File: src/rtl/hazard_pkg.sv
// Shared types and constants for the LEGv8 pipeline hazard controller.
package hazard_pkg;

  typedef enum logic [1:0] {
    RUN      = 2'd0,
    LU_STALL = 2'd1,
    MEM_WAIT = 2'd2
  } state_t;

  // XZR reads as zero, so a load targeting it can never create a dependency.
  localparam int ZERO_REG = 31;

  typedef struct packed {
    logic pc_we;
    logic ifid_we;
    logic ifid_flush;
    logic idex_bubble;
    logic pipe_hold;
  } ctrl_t;

  localparam ctrl_t CTRL_DEFAULT = '{pc_we: 1'b1, ifid_we: 1'b1, ifid_flush: 1'b0,
                                     idex_bubble: 1'b0, pipe_hold: 1'b0};
  localparam ctrl_t CTRL_RESET   = '{pc_we: 1'b0, ifid_we: 1'b0, ifid_flush: 1'b1,
                                     idex_bubble: 1'b1, pipe_hold: 1'b0};
  localparam ctrl_t CTRL_FREEZE  = '{pc_we: 1'b0, ifid_we: 1'b0, ifid_flush: 1'b0,
                                     idex_bubble: 1'b0, pipe_hold: 1'b1};
  localparam ctrl_t CTRL_LU      = '{pc_we: 1'b0, ifid_we: 1'b0, ifid_flush: 1'b0,
                                     idex_bubble: 1'b1, pipe_hold: 1'b0};
  localparam ctrl_t CTRL_FLUSH   = '{pc_we: 1'b1, ifid_we: 1'b1, ifid_flush: 1'b1,
                                     idex_bubble: 1'b0, pipe_hold: 1'b0};

endpackage

File: src/rtl/sat_counter.sv
// Event counter that clears on synchronous reset and sticks at all-ones.
module sat_counter #(
  parameter int W = 16
) (
  input  logic         clk,
  input  logic         reset_n,
  input  logic         inc,
  output logic [W-1:0] count
);

  logic [W-1:0] count_q;
  logic [W-1:0] count_d;

  always_comb begin
    count_d = count_q;
    if (inc && (count_q != {W{1'b1}})) begin
      count_d = count_q + 1'b1;
    end
  end

  always_ff @(posedge clk) begin
    if (!reset_n) begin
      count_q <= '0;
    end else begin
      count_q <= count_d;
    end
  end

  assign count = count_q;

endmodule

File: src/rtl/hazard_controller.sv
// Load-use stall, branch flush and memory-wait freeze sequencer for the
// 5-stage LEGv8 pipeline, with saturating stall/flush counters.
module hazard_controller #(
  parameter int CNT_W    = 16,
  parameter int REG_W    = 5,
  parameter int ZERO_REG = hazard_pkg::ZERO_REG
) (
  input  logic             clk,
  input  logic             reset_n,
  input  logic [REG_W-1:0] id_addr_A,
  input  logic [REG_W-1:0] id_addr_B,
  input  logic             id_use_A,
  input  logic             id_use_B,
  input  logic             ex_mem_read,
  input  logic [REG_W-1:0] ex_rd,
  input  logic             id_br_taken,
  input  logic             mem_busy,
  output logic             pc_we,
  output logic             ifid_we,
  output logic             ifid_flush,
  output logic             idex_bubble,
  output logic             pipe_hold,
  output logic [CNT_W-1:0] stall_cnt,
  output logic [CNT_W-1:0] flush_cnt
);

  import hazard_pkg::*;

  localparam logic [REG_W-1:0] ZERO_ADDR = REG_W'(ZERO_REG);

  state_t state_q;
  state_t state_d;
  ctrl_t  ctrl;
  logic   luHit;
  logic   stateLegal;

  assign luHit = ex_mem_read && (ex_rd != ZERO_ADDR) &&
                 ((id_use_A && (id_addr_A == ex_rd)) ||
                  (id_use_B && (id_addr_B == ex_rd)));

  always_comb begin
    case (state_q)
      RUN, LU_STALL, MEM_WAIT: stateLegal = 1'b1;
      default:                 stateLegal = 1'b0;
    endcase
  end

  // MEM_WAIT without mem_busy re-evaluates hazards exactly like RUN;
  // only LU_STALL masks the load-use compare.
  always_comb begin
    ctrl    = CTRL_DEFAULT;
    state_d = RUN;
    if (!reset_n) begin
      ctrl    = CTRL_RESET;
      state_d = RUN;
    end else if (!stateLegal) begin
      ctrl    = CTRL_DEFAULT;
      state_d = RUN;
    end else if (mem_busy) begin
      ctrl    = CTRL_FREEZE;
      state_d = MEM_WAIT;
    end else if (luHit && (state_q != LU_STALL)) begin
      ctrl    = CTRL_LU;
      state_d = LU_STALL;
    end else if (id_br_taken) begin
      ctrl    = CTRL_FLUSH;
      state_d = RUN;
    end
  end

  always_ff @(posedge clk) begin
    if (!reset_n) begin
      state_q <= RUN;
    end else begin
      state_q <= state_d;
    end
  end

  assign pc_we       = ctrl.pc_we;
  assign ifid_we     = ctrl.ifid_we;
  assign ifid_flush  = ctrl.ifid_flush;
  assign idex_bubble = ctrl.idex_bubble;
  assign pipe_hold   = ctrl.pipe_hold;

  sat_counter #(.W(CNT_W)) u_stall_cnt (
    .clk     (clk),
    .reset_n (reset_n),
    .inc     (!ctrl.pc_we),
    .count   (stall_cnt)
  );

  sat_counter #(.W(CNT_W)) u_flush_cnt (
    .clk     (clk),
    .reset_n (reset_n),
    .inc     (ctrl.ifid_flush),
    .count   (flush_cnt)
  );

endmodule

File: config.mk
export PLATFORM = sky130hd
export DESIGN_NAME = hazard_controller
export DESIGN_NICKNAME = d
export VERILOG_FILES = /design/src/rtl/hazard_pkg.sv /design/src/rtl/sat_counter.sv /design/src/rtl/hazard_controller.sv
export SDC_FILE = /design/constraint.sdc
export NUM_CORES = 1
export LEC_CHECK = 0
export CORE_ASPECT_RATIO = 0.9
export CORE_UTILIZATION = 50
export DETAILED_ROUTE_END_ITERATION = 6
export PLACE_DENSITY_LB_ADDON = 0.1
export SLEW_MARGIN = 20
export SYNTH_ARGS = -nofsm -noshare
export SYNTH_HDL_FRONTEND = slang
export SYNTH_SLANG_ARGS = --single-unit
File: constraint.sdc
create_clock -name clk -period 4.9 [get_ports clk]
set_input_delay 0.98 -clock clk [delete_from_list [all_inputs] [get_ports clk]]
set_output_delay 0.98 -clock clk [all_outputs]
set_load 0.01 [all_outputs]
==> flow_metrics.py <==
metrics = {
    "timing": {
        "tns_ns": 0,
        "hold_viol_final": 0,
        "period_needed_ns": 4.08,
        "period_share_pct": 83.2,
        "whs_ns": 0.495,
        "skew_ns": 0.0101,
        "relSlewSlack_pct": 39.2,
        "worst_slew_pin_slew_ns": 0.912,
        "final.setup.worst_slack_ns": 0.825,
        "rsz0062_at_grt": "false",
        "max_freq_ghz": 0.245,
        "drv_slew": 0,
        "finalSetupViolCount": 0,
    },
    "placement": {
        "io_buffers": 58,
        "postPlaceCellArea_um2": 2500,
        "gp_congestion": 0.804,
        "place_ws_ns": 0.824,
        "dp_hpwl_um": 3110,
    },
    "global_route": {
        "grt_pass1_wl_um": 7040,
        "grt_overflow": 0,
        "grt_antenna_before_repair": 0,
        "grt_pass1_vias": 1574,
        "grt_max_degree": 27,
        "track_usage_pct": 23.6,
    },
    "routing": {
        "via_per_inst": 5.44,
        "ant_nets": 0,
        "vias": 1843,
        "drc_errors": 0,
        "drt_wl_total_um": 4340,
        "drt_iter0_drc": 85,
        "avgRoutedWirePerCell_um": 12.8,
        "firstDrtPassIters": 4,
    },
    "logic_synthesis": {
        "yosys_warnings": 0,
        "syn-instance-count": 234,
        "syn_nets": 258,
        "netlist_area_um2": 1880,
        "synth-seq-cells": 34,
        "yosysUniqueCellTypes": 43,
        "synth_area_per_cell_um2": 8.05,
        "seq_area_frac_synth_pct": 36.1,
    },
    "power": {
        "switching_share_pct": 24.2,
        "intPower_mw": 0.432,
        "clock_power_share_pct": 37.9,
        "p_switching_mw": 0.138,
        "power_density_nw_per_um2": 220,
        "p_comb_share_pct": 12.3,
        "irDropWorstVdd_uv": 184,
        "power_frac_seq_pct": 49.7,
        "leakage_nw": 0.891,
    },
    "clock_network": {
        "cts_max_path_buffers": 2,
        "cts_tree": "done",
        "cts_max_level": 2,
        "cts-buffers-inserted": 5,
        "hold_buffers": 0,
        "post-cts-setup-buffers": 0,
        "root_buffer": "clkbuf_8",
        "clock-sinks": 34,
        "clkTransAtPathRegs_ns": 0.07,
        "clk_latency_ns": 0.30,
        "cts_resized": 0,
    },
    "run_status": {
        "run_status": "finished clean",
    },
    "layout": {
        "drive_above_1_share_pct": 6.10,
        "multi_input_area_um2": 1140,
        "num-fill-cells": 292,
        "finalNetCount": 318,
        "final_common_cell": "clkdlybuf4s50_1",
        "final_cell_mix": "clkdlybuf4s50_1, dfxtp_1, nand2_1, nor2_1, nand3_1",
        "final_cell_area_um2": 2590,
        "seq_area_um2": 681,
        "n_antenna_cell": 0,
        "syn_to_final_growth_pct": 37.7,
    },
    "floorplan": {
        "fp.dieH_um": 60.2,
        "dieArea_um2": 4020,
        "fp-row-count": 20,
        "initial_core_util_pct": 54.1,
        "core_area_um2": 3480,
        "io_pins": 59,
        "die_x_um": 66.7,
    },
    "worst_setup_path": {
        "crit_required_ns": 3.92,
        "cp-end-kind": "output port",
        "max_stage_delay_ns": 0.57,
        "path_cells": "clkdlybuf4s50_1 > xnor2_1 > nand4_1 > o22a_1 > nor2_1 > buf_4 > nand2_1 > nand2_1 > clkdlybuf4s50_1",
        "cp.arrival_ns": 3.10,
        "crit_fanout": 16,
        "cp_slowest_cell": "clkdlybuf4s50_1",
        "crit_type": "input pin to output port",
        "start_kind": "input pin",
    },
    "flow_run": {
        "drv_cap": 0,
    },
    "hold_path": {
        "hp-class": "flop to flop",
    },
}
## worst max-delay path, delay by kind of cell
family	cells	cell delay [ns]
AO/OA/AOI/OAI	1	0.27
AND/OR/NAND/NOR	4	0.40
XOR/XNOR	1	0.14
buffers and inverters	3	1.30
## sequential cells by signal, summed over array words and instances, names as in the netlist
signal / count
u_flush_cnt.count: 16
u_stall_cnt.count: 16
state_q: 2
## Yosys cell counts (all sizes together)
| library cell | instances | area, um2 |
|---|---|---|
| clkinv | 1 | 3.75 |
| o221ai | 1 | 8.76 |
| and3 | 9 | 57.6 |
| nor2b | 1 | 6.26 |
| clkbuf | 5 | 20.0 |
| a311o | 1 | 10.0 |
| nor3 | 4 | 20.0 |
| or2 | 1 | 6.26 |
| nor2 | 19 | 71.3 |
| nor4b | 1 | 8.76 |
| nor4 | 5 | 31.3 |
| o31a | 1 | 10.0 |
| and4 | 3 | 26.3 |
| o31ai | 2 | 15.0 |
| o211ai | 1 | 7.51 |
| nand4 | 9 | 56.3 |
| o21a | 1 | 7.51 |
| nand3 | 18 | 95.1 |
| nand4b | 1 | 8.76 |
| o22a | 1 | 8.76 |
| xnor2 | 13 | 114 |
| and2 | 4 | 25.0 |
| nand2 | 28 | 108 |
| mux2i | 7 | 70.1 |
| dfxtp | 34 | 681 |
| ha | 2 | 25.0 |
| xor2 | 10 | 87.6 |
| or4 | 2 | 17.5 |
| a22oi | 1 | 7.51 |
| a31oi | 1 | 6.26 |
| buf | 4 | 27.5 |
| a211oi | 1 | 7.51 |
| nand2b | 7 | 43.8 |
| or3 | 8 | 50.1 |
| a21oi | 12 | 63.8 |
| inv | 4 | 15.0 |
| o21ai | 11 | 55.1 |
## power by group through the flow
stage	Clock, mW	Combinational (mW)	Sequential (mW)
final	0.216	0.0703	0.283
after global routing	0.235	0.0773	0.284
after CTS	0.222	0.0704	0.283
after detailed placement	0	0.0699	0.289
after global placement	0	0.0691	0.289
after floorplan	0	0.0328	0.290
## metrics by stage
stage	cells	power [mW]	utilization (%)
finish	339	0.570	74.5
floorplan	234	0.323	-
global route	339	0.595	74.5
global placement	331	0.358	71.9
detailed placement	331	0.359	71.9
CTS	339	0.576	74.5
## path summary, 6_finish.rpt
path         slack, ns  cells past startpoint                   end            startpoint
max               0.82                      9           idex_bubble              ex_rd[4]
min               0.49                      2  u_flush_cnt.count[4]  u_flush_cnt.count[4]
max reg2reg       2.81                      8  u_stall_cnt.count[2]  u_stall_cnt.count[0]
min reg2reg       0.49                      2  u_flush_cnt.count[4]  u_flush_cnt.count[4]
## cells by family after synthesis
logic type / Yosys count / share of synthesized area [%]
muxes: 7 / 3.72
DFF: 34 / 36.1
buffers and inverters: 14 / 3.52
adders and majority gates: 2 / 1.33
AOI/OAI and AO/OA: 34 / 11.0
xor gates and xnor gates: 23 / 10.7
and+or+nand+nor: 120 / 33.6
## routing by layer
| metal | up-vias | wire (um) | track usage (%) | share of wire [%] |
|---|---|---|---|---|
| met5 | - | 0 | 0 | 0 |
| met4 | 0 | 51 | 7.60 | 1.2 |
| met3 | 6 | 302 | 7.63 | 7.0 |
| met2 | 51 | 1830 | 36.9 | 42 |
| met1 | 836 | 2150 | 30.5 | 50 |
| li1 | 950 | - | - | - |
## area by class of cell
cell class,instances,area share (%)
clock buffers,7,3.33
clock inverters,1,0.193
repair buffers,62,23.6
well taps,44,2.12
multi-input cells,186,43.8
inverters,5,0.724
flip-flops and latches,34,26.3
No activity file was read; power rests on OpenSTA's default activity.
